===== src/rtl/mac_tx_framer.sv =====
// mac_tx_framer
//   Ethernet transmit framer feeding the PHY preamble/gap stage. Takes a frame
//   byte stream (dest MAC through payload) over valid/ready. It can zero-pad
//   short frames to MIN_FRAME bytes. It appends the IEEE 802.3 CRC32 FCS. It
//   holds off the next frame until the PHY stage drops phy_active.
//
//   Build option: define MAC_TX_FRAMER_PAD_EN to enable zero padding up to
//   MIN_FRAME bytes. With it undefined the frame goes straight from the last
//   payload byte to the FCS and MIN_FRAME has no effect.
//
// Ports
//   clock, reset      single clock, synchronous active-high reset
//   in_data/in_valid  source byte stream; in_last marks the final byte
//   in_ready          byte accepted when in_valid & in_ready
//   phy_active        busy indication from the downstream PHY send stage
//   tx_data/tx_enable registered byte stream to the PHY, one cycle behind input
//   underrun          one-cycle pulse when the source stalls mid-frame
//   frame_done        one-cycle pulse alongside the last FCS byte
module mac_tx_framer #(
  parameter int unsigned MIN_FRAME = 60,
  parameter int unsigned CNT_W     = 11
) (
  input  logic       clock,
  input  logic       reset,
  input  logic [7:0] in_data,
  input  logic       in_valid,
  input  logic       in_last,
  output logic       in_ready,
  input  logic       phy_active,
  output logic [7:0] tx_data,
  output logic       tx_enable,
  output logic       underrun,
  output logic       frame_done
);

  localparam logic [31:0] CRC_POLY = 32'hEDB88320;

  if (MIN_FRAME >= (64'd1 << CNT_W)) begin : g_bad_min_frame
    $error("MIN_FRAME does not fit in the CNT_W-bit byte counter");
  end

`ifdef MAC_TX_FRAMER_PAD_EN
  typedef enum logic [2:0] {S_IDLE, S_DATA, S_PAD, S_FCS, S_WAIT} state_t;
`else
  typedef enum logic [2:0] {S_IDLE, S_DATA, S_FCS, S_WAIT} state_t;
`endif

  // Reflected CRC32, one byte per call, LSB of the byte first.
  function automatic logic [31:0] crc32_byte(input logic [31:0] crc,
                                             input logic [7:0]  data);
    logic [31:0] c;
    logic [7:0]  d;
    c = crc;
    d = data;
    for (int unsigned i = 0; i < 8; i++) begin
      c = (c >> 1) ^ ((c[0] ^ d[0]) ? CRC_POLY : 32'h0);
      d = d >> 1;
    end
    return c;
  endfunction

  state_t      state_q, state_d;
  logic [31:0] crc_q, crc_d;
  logic [1:0]  fcs_idx_q, fcs_idx_d;
  logic        corrupt_q, corrupt_d;
  logic [7:0]  tx_data_q, tx_data_d;
  logic        tx_enable_q, tx_enable_d;
  logic        in_ready_q, in_ready_d;
  logic        underrun_q, underrun_d;
  logic        frame_done_q, frame_done_d;

`ifdef MAC_TX_FRAMER_PAD_EN
  localparam logic [CNT_W-1:0] MIN_CNT = CNT_W'(MIN_FRAME);
  logic [CNT_W-1:0] count_q, count_d, count_inc;
  assign count_inc = (&count_q) ? count_q : count_q + 1'b1;
`endif

  logic        accept;
  logic [31:0] crc_in;
  logic [7:0]  fcs_byte;

  assign accept = in_valid & in_ready_q;
  // The first byte of a frame always starts from the all-ones seed.
  assign crc_in = crc32_byte((state_q == S_IDLE) ? 32'hFFFFFFFF : crc_q, in_data);

  always_comb begin
    state_d      = state_q;
    crc_d        = crc_q;
    fcs_idx_d    = fcs_idx_q;
    corrupt_d    = corrupt_q;
    tx_data_d    = '0;
    tx_enable_d  = 1'b0;
    underrun_d   = 1'b0;
    frame_done_d = 1'b0;
`ifdef MAC_TX_FRAMER_PAD_EN
    count_d      = count_q;
`endif

    case (fcs_idx_q)
      2'd0:    fcs_byte = crc_q[7:0];
      2'd1:    fcs_byte = crc_q[15:8];
      2'd2:    fcs_byte = crc_q[23:16];
      default: fcs_byte = crc_q[31:24];
    endcase

    case (state_q)
      S_IDLE: begin
        if (accept) begin
          crc_d       = crc_in;
          fcs_idx_d   = '0;
          corrupt_d   = 1'b0;
          tx_data_d   = in_data;
          tx_enable_d = 1'b1;
`ifdef MAC_TX_FRAMER_PAD_EN
          count_d     = CNT_W'(1);
          if (in_last) state_d = (CNT_W'(1) < MIN_CNT) ? S_PAD : S_FCS;
          else         state_d = S_DATA;
`else
          state_d     = in_last ? S_FCS : S_DATA;
`endif
        end
      end
      S_DATA: begin
        if (accept) begin
          crc_d       = crc_in;
          tx_data_d   = in_data;
          tx_enable_d = 1'b1;
`ifdef MAC_TX_FRAMER_PAD_EN
          count_d     = count_inc;
          if (in_last) state_d = (count_inc < MIN_CNT) ? S_PAD : S_FCS;
`else
          if (in_last) state_d = S_FCS;
`endif
        end else begin
          // Source stalled: the first (corrupted) FCS byte goes out this very
          // cycle so tx_enable stays gapless; FCS then continues from byte 1.
          underrun_d  = 1'b1;
          corrupt_d   = 1'b1;
          tx_data_d   = crc_q[7:0];
          tx_enable_d = 1'b1;
          fcs_idx_d   = 2'd1;
          state_d     = S_FCS;
        end
      end
`ifdef MAC_TX_FRAMER_PAD_EN
      S_PAD: begin
        crc_d       = crc32_byte(crc_q, 8'h00);
        count_d     = count_inc;
        tx_enable_d = 1'b1;
        if (count_inc >= MIN_CNT) state_d = S_FCS;
      end
`endif
      S_FCS: begin
        tx_data_d   = corrupt_q ? fcs_byte : ~fcs_byte;
        tx_enable_d = 1'b1;
        fcs_idx_d   = fcs_idx_q + 2'd1;
        if (fcs_idx_q == 2'd3) begin
          frame_done_d = 1'b1;
          state_d      = S_WAIT;
        end
      end
      S_WAIT: begin
        if (!phy_active) state_d = S_IDLE;
      end
      default: state_d = S_IDLE;
    endcase

    case (state_d)
      S_IDLE:  in_ready_d = !phy_active;
      S_DATA:  in_ready_d = 1'b1;
      default: in_ready_d = 1'b0;
    endcase
  end

  always_ff @(posedge clock) begin
    if (reset) begin
      state_q      <= S_IDLE;
      crc_q        <= 32'hFFFFFFFF;
      fcs_idx_q    <= '0;
      corrupt_q    <= 1'b0;
      tx_data_q    <= '0;
      tx_enable_q  <= 1'b0;
      in_ready_q   <= 1'b0;
      underrun_q   <= 1'b0;
      frame_done_q <= 1'b0;
`ifdef MAC_TX_FRAMER_PAD_EN
      count_q      <= '0;
`endif
    end else begin
      state_q      <= state_d;
      crc_q        <= crc_d;
      fcs_idx_q    <= fcs_idx_d;
      corrupt_q    <= corrupt_d;
      tx_data_q    <= tx_data_d;
      tx_enable_q  <= tx_enable_d;
      in_ready_q   <= in_ready_d;
      underrun_q   <= underrun_d;
      frame_done_q <= frame_done_d;
`ifdef MAC_TX_FRAMER_PAD_EN
      count_q      <= count_d;
`endif
    end
  end

  assign tx_data    = tx_data_q;
  assign tx_enable  = tx_enable_q;
  assign in_ready   = in_ready_q;
  assign underrun   = underrun_q;
  assign frame_done = frame_done_q;

endmodule


===== config.mk =====
export PLATFORM = sky130hd
export DESIGN_NAME = mac_tx_framer
export DESIGN_NICKNAME = d
export VERILOG_FILES = /design/src/rtl/mac_tx_framer.sv
export SDC_FILE = /design/constraint.sdc
export NUM_CORES = 1
export LEC_CHECK = 0
export BUFFER_PORTS_ARGS = -buffer_cell sky130_fd_sc_hd__buf_2
export CAP_MARGIN = 40
export CELL_PAD_IN_SITES_DETAIL_PLACEMENT = 1
export CELL_PAD_IN_SITES_GLOBAL_PLACEMENT = 2
export CORE_ASPECT_RATIO = 1.4
export CORE_UTILIZATION = 40
export DETAILED_ROUTE_END_ITERATION = 8
export GPL_TIMING_DRIVEN = 0
export PLACE_DENSITY_LB_ADDON = 0.25
export SLEW_MARGIN = 10
export SYNTH_ARGS = -nofsm -noshare
export SYNTH_HDL_FRONTEND = slang
export SYNTH_SLANG_ARGS = --single-unit

===== constraint.sdc =====
create_clock -name clock -period 4.7 [get_ports clock]
set_input_delay 0.94 -clock clock [delete_from_list [all_inputs] [get_ports clock]]
set_output_delay 0.94 -clock clock [all_outputs]
set_load 0.01 [all_outputs]

# Word-level counts from Yosys, hierarchy flattened
# Index checks and enable logic that the tools add are counted.
[word_totals] wordCells=84 in_bits=13 regBits=50
[op_classes] n_eq_ne=9 n_reduce_logical=13 mux=32 add_sub_neg=1 n_bitwise=20
[ops] op="$mux W32" count=9
[ops] op="$xor A31 B32 Y32" count=8
[ops] op="$pmux W8 S3" count=2
[ops] op="$mux W8" count=3
[ops] op="$mux W3" count=5
[ops] op="$pmux W3 S4" count=1
[ops] op="$not A8 Y8" count=1
[ops] op="$reduce_or A2 Y1" count=4
[ops] op="$xor A1 B1 Y1" count=8
[ops] op="$eq A3 B1 Y1 const B" count=2
[ops] op="$eq A3 B2 Y1 const B" count=2
[ops] op="$logic_not A3 Y1" count=2
[ops] op="$mux W2" count=3
[ops] op="$pmux W1 S2" count=3
[ops] op="$pmux W2 S3" count=1
[ops] op="$reduce_and A3 Y1" count=2
[ops] op="$mux W1" count=5
[ops] op="$eq A2 B2 Y1 const B" count=2
[ops] op="$ne A2 B2 Y1 const B" count=2
[ops] op="$reduce_bool A3 Y1" count=1
[ops] op="$add A2 B1 Y2 const B" count=1
[ops] op="$eq A2 B1 Y1 const B" count=1
[ops] op="$logic_not A2 Y1" count=1
[ops] op="$not A1 Y1" count=2
[ops] op="other kinds (4)" count=4

# Longest topological paths before layout
# Gate-level depths: netlist (run 1).
[logic_depth] word_depth=26 depth_mapped=8

# Least setup slack after synthesis (run 1)
# OpenSTA, ideal clock, no wires.
[synth_path] path_type="input-to-reg" from="in in_data[3]" to="reg crc_q[19]" arrival_ps=2694 path_slack_ps=1880 setup_ps=126 cell_stages=6 cell_sequence="nor2b_1 > a221oi_2 > xnor2_1 > xnor3_1 > nor4_1 > nor3_1"
[synth_via] elab_chain_len=7
[synth_lines] element="start: declaration" line_no="25" source="input logic [7:0] in_data,"
[synth_lines] element="$xor A1 B1 Y1" line_no="56" source="c = (c >> 1) ^ ((c[0] ^ d[0]) ? CRC_POLY : 32'h0);"
[synth_lines] element="$mux W32" line_no="56"
[synth_lines] element="$xor A31 B32 Y32 (5 in a row)" line_no="56"
[synth_lines] element="end signal: assignment" line_no="191" source="crc_q <= crc_d;"
[synth_lines] element="end: declaration" line_no="63" source="logic [31:0] crc_q, crc_d;"
# Every way passes these cells.
# A chain may end at the register's enable or synchronous reset.

# Worst setup path in the final report (run 1)
# Ends and elaborated chain as after synthesis.

==> flow_summary.ini, run 1 <==
[worst_setup_path]
critPathSlowestCell = a221oi_2
cp.required_ps = 4930
cp_max_fo = 6
cp_slowest_stage_delay_ps = 840
crit_family = XOR/XNOR gates
critPathCaptureType = flip-flop
r2r_cells = 6
start_kind = input port
crit_arrival_ps = 3440
path_buf_inv = 1
critPathKind = input port to flip-flop
cp.depth = 7
worstPathCellList = buf_2 > nor2b_1 > a221oi_2 > xnor2_1 > xnor3_1 > nor4_1 > nor3_1

[placed_design]
dp_cells = 502
dpl_cell_area_um2 = 3480
hpwl_um = 8020
place.port_buffers = 20
gp_congestion = 0.840

[synthesis]
yosys_warnings = 0
synthArstFlopShare_pct = 0
synth.distinct_cells = 43
synth_cells = 380
synth-edff-count = 0
synth_seq_cells = 50
syn_area_um2 = 3240
syn_avg_cell_area_um2 = 8.53
syn_nets = 397
yosysTopAreaCellShare_pct = 30.9
synth_ff_type = dfxtp_1
synth.area.top_cells = dfxtp_1, xnor2_1, xor2_1, nor2_1, a222oi_1
synth-seq-area-share_pct = 30.9
synth_top_area_cell = dfxtp_1

[pwr]
p_leak_uw = 0.00142
cellPowerDensity_nw_per_um2 = 294
finalPower_uw = 1060
ir_worst_vdd_uv = 140

[global_route]
grt_max_degree = 16
grt_antenna_before_repair = 0
grt-ovfl-total = 0
grt_use_total_pct = 27.3
globalRouteMet1Util_pct = 31.6
grt_pass1_wl_um = 17000
grt_pass1_vias = 2935
gr-usage-met3_pct = 3.46
grt_use_met2_pct = 49.2
busiest_layer = met2

[route]
firstDrtPassIters = 5
drt_iter0_markers = 226
drc = 0
totalWireLength_um = 10800
via_per_inst = 5.56
num_vias = 2835
wl_per_cell_um = 21.1
antenna_left = 0

[finish]
layout_common_cells = xnor2_1, dfxtp_1, nor2_1
finalNonFillerCells = 510
antenna_cells = 0
areaGrowthSynthToFinish_pct = 10.7
fin_area_um2 = 3590
final_layout_size_suffix_gt1_share_pct = 9.76
final_nets = 426
final_common_cell = xnor2_1

[die]
die-height_um = 109
start_util_pct = 41.6
rows = 38
core_um2 = 7800
ios = 25
dieArea_um2 = 8470
die_w_um = 78.1

[clocking]
htreeDepth = 2
cts_resized = 0
postCtsSetupRepairBufs = 0
postCtsHoldBufs = 0
path_clk_slew_ps = 100
cts_made_buffers = 5
cts_tree = yes
root_buffer = clkbuf_8
cts_buffer_depth = 2
clk_latency_ps = 340
cts_sinks = 50

[outcome]
status = complete, no violations

[timing]
rsz0062_at_grt = false
finalWorstPathRequiredPeriod_ps = 3210
drv_slew = 0
fmax_mhz = 312
finClkSkew_ps = 15.4
setup_viol = 0
hold_violations = 0
setup_tns_ps = 0
fin_crit_sh_pct = 68.3
slew_headroom_pct = 32.0
tightest_slew_ps = 1020

[job]
drv_cap = 0

[min_path]
hold_depth = 2
holdCritPathClass = flip-flop to flip-flop
-- through the flow --
stage | setup slack, ps | util [%] | hold slack (ps)
2_1_floorplan | 1880 | - | 464
3_3_place_gp | 1110 | 44.4 | 480
3_5_place_dp | 1110 | 44.6 | 505
4_1_cts | 1490 | 46.0 | 520
5_1_grt | 1350 | 46.0 | 538
6_report | 1490 | 46.0 | 518
-- where the power goes --
part | internal (uW) | switching, uW | total [uW]
sequential | 437 | 13.2 | 450
combinational | 119 | 163 | 282
clock | 157 | 167 | 324
-- worst reg2reg max path, stage by stage (launching register included) --
cell	delay, ps
dfxtp_1	340
or3_4	410
a221oi_2	820
xnor2_1	520
xnor3_1	520
nor4_1	240
nor3_1	90
-- path summary, 6_finish.rpt --
check | slack (ps) | from | endpoint
worst max-delay path | 1490 | in_data[3] | crc_q[19]$_SDFFE_PP1P_
worst min register to register | 520 | crc_q[15]$_SDFFE_PP1P_ | crc_q[15]$_SDFFE_PP1P_
worst min-delay path | 520 | crc_q[15]$_SDFFE_PP1P_ | crc_q[15]$_SDFFE_PP1P_
worst max register to register | 1660 | state_q[1]$_SDFF_PP0_ | crc_q[19]$_SDFFE_PP1P_
-- layer usage --
| layer | vias to the layer above | wire length, um |
|---|---|---|
| met1 | 1364 | 4610 |
| met2 | 80 | 5380 |
| met4 | 0 | 406 |
| met5 | - | 0 |
| met3 | 22 | 359 |
| li1 | 1369 | - |
-- logic make-up after synthesis --
| kind of cell | count (synthesis) | synth area share (%) |
|---|---|---|
| AO/OA/AOI/OAI | 69 | 17.7 |
| XOR/XNOR | 87 | 25.3 |
| adder cells (fa/ha/maj) | 4 | 1.54 |
| buffers and inverters | 44 | 5.17 |
| flip-flops | 50 | 30.9 |
| multiplexers | 9 | 2.78 |
| other | 1 | 0.116 |
| AND/OR/NAND/NOR | 116 | 16.5 |
-- synth_stat cells (2+ instances only) --
cell      instances
a221oi_4          2
nand3_1           2
xnor2_2           2
o211ai_1         18
buf_2             2
xnor3_1           2
a21oi_1           9
a211o_1           2
nand2_1          27
o21ai_0           7
nand4b_1          2
nor2_1           46
buf_1             3
o311a_1           2
dfxtp_1          50
a222oi_1         16
nor3_1           13
a311oi_1          2
a211oi_1          3
xnor2_1          58
mux2i_1           9
clkbuf_1         27
nor4_1            4
and3_1            5
ha_1              4
inv_1            11
nor2b_1           6
xor2_1           24
and2_1            8
-- cell type report --
type / instances / area [um2]
flip-flops and latches: 50 / 1000
clock buffers: 5 / 68.8
repair buffers: 22 / 113
multi-input cells: 286 / 2070
clock inverters: 3 / 40.0
plain buffers: 32 / 123
fillers: 966 / 4210
well taps: 100 / 125
inverters: 12 / 45.0
-- sequential cells by signal, summed over array words and instances (netlist names) --
signal      count
crc_q          32
tx_data         8
state_q         3
fcs_idx_q       2
corrupt_q       1
frame_done      1
in_ready        1
tx_enable       1
underrun        1
(Power assumes the default switching activity.)
==> inputs of run 2 (changes only) <==
CORE_UTILIZATION = 33   (was 40)
clock period = 2.7 ns   (was 4.7 ns; I/O delays follow)
==> run 2 against run 1 <==
Net effect: total power grew 88%; final area grew 5.0%; flip-flop and latch count is the same; register-to-register slack lost 1500 ps; clock skew shrank 11 ps; largest cell class unchanged; largest power group unchanged; highest routed layer unchanged.
==> flow_summary.ini, run 2 (synthesis gave the netlist of run 1 again) <==
[clocking]
postCtsHoldBufs = 0
root_buffer = clkbuf_16
cts_sinks = 50
htreeDepth = 2
clk_latency_ps = 300
cts_tree = yes
path_clk_slew_ps = 70
cts_buffer_depth = 2
cts_made_buffers = 5

[placed_design]
gp_congestion = 0.837
place.port_buffers = 20
dpl_cell_area_um2 = 3530
hpwl_um = 8410

[route]
antenna_left = 0
totalWireLength_um = 11400
drc = 0
firstDrtPassIters = 7
via_per_inst = 5.29
drt_iter0_markers = 225
num_vias = 2905
wl_per_cell_um = 20.7

[global_route]
grt_antenna_before_repair = 0
grt_max_degree = 15
grt_pass1_vias = 2975
grt-ovfl-total = 0
grt_pass1_wl_um = 17700
grt_use_total_pct = 23.6

[job]
drv_cap = 0

[worst_setup_path]
cp.required_ps = 2860
critPathKind = flip-flop to flip-flop
critPathCaptureType = flip-flop
cp_max_fo = 10
start_kind = flip-flop
crit_arrival_ps = 2710

[timing]
holdWs_ps = 448
finClkSkew_ps = 4.64
setup_viol = 0
fmax_mhz = 392
hold_violations = 0
fin_crit_sh_pct = 94.4
finalWorstPathRequiredPeriod_ps = 2550
rsz0062_at_grt = true
drv_slew = 0
slew_headroom_pct = 44.2
tightest_slew_ps = 836

[finish]
antenna_cells = 0
largest_reg_flops = 32
layout_common_cells = xnor2_1, dfxtp_1, nor2_1
final_layout_size_suffix_gt1_share_pct = 12.9
final_common_cell = xnor2_1
top_register = crc_q
final_nets = 433
fin_area_um2 = 3770
areaGrowthSynthToFinish_pct = 16.3
n_fill_cell = 1147

[min_path]
holdCritPathClass = input port to flip-flop

[die]
die-height_um = 119
rows = 42
die_w_um = 85.8
core_um2 = 9510
ios = 25
start_util_pct = 34.1
dieArea_um2 = 10200

[pwr]
p_leak_uw = 0.00149
cellPowerDensity_nw_per_um2 = 526
ir_worst_vdd_uv = 256

[outcome]
status = complete, no violations
==> run 2: cell types whose count changed in the layout (fill, tap and decap cells not counted), moves of 2 or more <==
cell | previous run | this run
buf_4 | 1 | 8
clkbuf_1 | 27 | 25
xnor2_2 | 2 | 4
clkbuf_8 | 5 | 1
clkbuf_16 | 0 | 5
xnor2_1 | 58 | 56
clkbuf_2 | 0 | 2
==> run 2: path summary, 6_finish.rpt <==
check | startpoint | end | slack [ps] | cells after the start
worst min register to register | crc_q[12]$_SDFFE_PP1P_ | crc_q[12]$_SDFFE_PP1P_ | 500 | 2
worst max-delay path | state_q[2]$_SDFF_PP0_ | crc_q[31]$_SDFFE_PP1P_ | 150 | 6
worst min-delay path | phy_active | in_ready$_SDFF_PP0_ | 450 | 2
worst max register to register | state_q[2]$_SDFF_PP0_ | crc_q[31]$_SDFFE_PP1P_ | 150 | 6
==> run 2: layer usage <==
| layer | track usage, % | share of wire [%] | wire length, um |
|---|---|---|---|
| met2 | 44.1 | 54 | 6120 |
| met5 | 0 | 0 | 0 |
| met3 | 2.91 | 3.2 | 364 |
| met1 | 27.2 | 41 | 4620 |
| met4 | 8.02 | 2.2 | 251 |
==> run 2: timing repair <==
item / CTS / global route
pin swaps: 2 / 2
setup endpoints to repair: 18 / 8
buffers inserted: 4 / 2
resized for setup: 5 / 4
==> run 2: critical path, cell delays in order (launching register included) <==
cell	delay, ps
dfxtp_1	410
clkbuf_1	410
or3_1	180
clkbuf_1	260
clkbuf_1	440
clkbuf_1	530
o211ai_1	180
==> run 2: cell type report <==
class	count	area [um2]	area share, %
clock buffer	7	143	3.79
clock inverter	1	5.00	0.133
multi-input combinational	286	2120	56.2
buffer	31	121	3.22
inverter	12	45.0	1.20
timing repair buffer	30	170	4.52
tap	132	165	4.38
sequential	50	1000	26.6
==> run 2: where the power goes <==
group	internal [uW]	switching, uW
logic	231	296
registers	761	24.4
clock network	369	302
==> run 2: metrics by stage <==
stage	util (%)	instances	power [uW]	setup TNS (ps)	worst slack, ps
5_1_grt	39.6	549	2050	-2.05	-2.05
3_5_place_dp	37.1	536	1300	-1290	-208
3_3_place_gp	36.9	532	1280	-6210	-548
6_report	39.6	549	1980	0	152
4_1_cts	39.3	548	1980	0	120
2_1_floorplan	-	380	1160	0	262
==> inputs of run 3 (changes only) <==
RECOVER_POWER = 25   (was not set)
==> run 3 against run 2 <==
Net effect: utilization shrank 0.16 points; clock skew about the same; via count decreased by 0.21%; hold slack gained 5.2 ps; sequential share of layout area up 0.11 points; sequential power about the same; die area is the same; final area decreased by 0.40%; combinational power about the same; non-clock buffer count stayed put; critical path type unchanged; largest power group unchanged.
==> flow_summary.ini, run 3 (synthesis gave the netlist of run 1 again) <==
[outcome]
status = complete, no violations

[route]
wl_met2_um = 6150
wl_per_cell_um = 20.8
totalWireLength_um = 11400
via_per_inst = 5.28
wl_met3_um = 311
drc = 0
dr.max_layer_used = met4
met1_length_um = 4690
firstDrtPassIters = 5
drt_iter0_markers = 234
num_vias = 2899
antenna_left = 0

[placed_design]
hpwl_um = 8410
dp_cells = 536
gp_congestion = 0.837
place.port_buffers = 20
dpl_cell_area_um2 = 3530

[clocking]
htreeDepth = 2
path_clk_slew_ps = 70
clk_latency_ps = 300
postCtsHoldBufs = 0
cts_tree = yes
cts_made_buffers = 5
cts_sinks = 50
root_buffer = clkbuf_16
cts_buffer_depth = 2

[global_route]
grt_pass1_vias = 2975
grt-ovfl-total = 0
grt_antenna_before_repair = 0
grt_pass1_wl_um = 17700
grt_use_total_pct = 23.6
grt_max_degree = 15

[finish]
fin_area_um2 = 3750
final_nets = 433
layout_common_cells = xnor2_1, dfxtp_1, nor2_1
final_common_cell = xnor2_1
finalNonFillerCells = 549
top_register = crc_q
areaGrowthSynthToFinish_pct = 15.8
largest_reg_flops = 32
final_layout_size_suffix_gt1_share_pct = 10.1
antenna_cells = 0

[min_path]
holdCritPathClass = input port to flip-flop

[job]
drv_cap = 0

[pwr]
cellPowerDensity_nw_per_um2 = 528
p_leak_uw = 0.00144
finalPower_uw = 1980
ir_worst_vdd_uv = 257

[worst_setup_path]
start_kind = flip-flop
crit_arrival_ps = 2710
critPathCaptureType = flip-flop
critPathKind = flip-flop to flip-flop
cp_max_fo = 10
cp.required_ps = 2860

[timing]
finalWorstPathRequiredPeriod_ps = 2550
fmax_mhz = 392
drv_slew = 0
finClkSkew_ps = 4.49
setup_viol = 0
setup_tns_ps = 0
fin_crit_sh_pct = 94.4
rsz0062_at_grt = true
slew_headroom_pct = 44.1
hold_violations = 0
tightest_slew_ps = 838

[die]
start_util_pct = 34.1
core_um2 = 9510
die-height_um = 119
die_w_um = 85.8
dieArea_um2 = 10200
ios = 25
rows = 42
## run 3: cell count changes in the layout (fill, tap and decap cells not counted)
| cell | previous run | this run |
|---|---|---|
| buf_2 | 24 | 12 |
| clkbuf_1 | 25 | 37 |
## run 3: layer usage
metal,vias up,GRT usage (%)
li1,1383,-
met4,0,8.02
met5,-,0
met2,69,44.1
met1,1429,27.2
met3,18,2.91
## run 3: power by group
group	internal [uW]	switching [uW]	total, uW	leakage, uW
logic	230	295	525	0.000958
registers	761	24.6	785	0.000407
clock network	369	301	670	0.0000739
total	1360	621	1980	0.00144
## run 3: final timing paths
kind | startpoint | to | slack, ps | cells past startpoint
max | state_q[2]$_SDFF_PP0_ | crc_q[31]$_SDFFE_PP1P_ | 150 | 6
min | phy_active | in_ready$_SDFF_PP0_ | 450 | 2
max reg2reg | state_q[2]$_SDFF_PP0_ | crc_q[31]$_SDFFE_PP1P_ | 150 | 6
min reg2reg | crc_q[12]$_SDFFE_PP1P_ | crc_q[12]$_SDFFE_PP1P_ | 500 | 2
## run 3: cell type report
cell class	count	area (um2)
Multi-Input combinational cell	286	2120
Sequential cell	50	1000
Tap cell	132	165
Inverter	12	45.0
Clock inverter	1	5.00
Fill cell	1151	5760
Clock buffer	7	143
Buffer	31	121
Timing Repair Buffer	30	155
## run 3: per-stage QoR
step	setup slack (ps)	utilization [%]	hold WS [ps]
6_report	151	39.5	454
5_1_grt	-2.05	39.5	476
4_1_cts	120	39.3	450
3_5_place_dp	-208	37.1	499
3_3_place_gp	-548	36.9	481
2_1_floorplan	262	-	464
## run 3: worst max-delay path, cell delays in order (launching register included)
cell and delay [ps]:
dfxtp_1 410, clkbuf_1 400, or3_1 180, clkbuf_1 260
clkbuf_1 440, clkbuf_1 530, o211ai_1 180
## run 3: what timing repair did
action                                  CTS  global route
buffers inserted                          4             2
endpoints found under the setup margin   18             8
pin swaps                                 2             2
gates resized for setup                   5             4
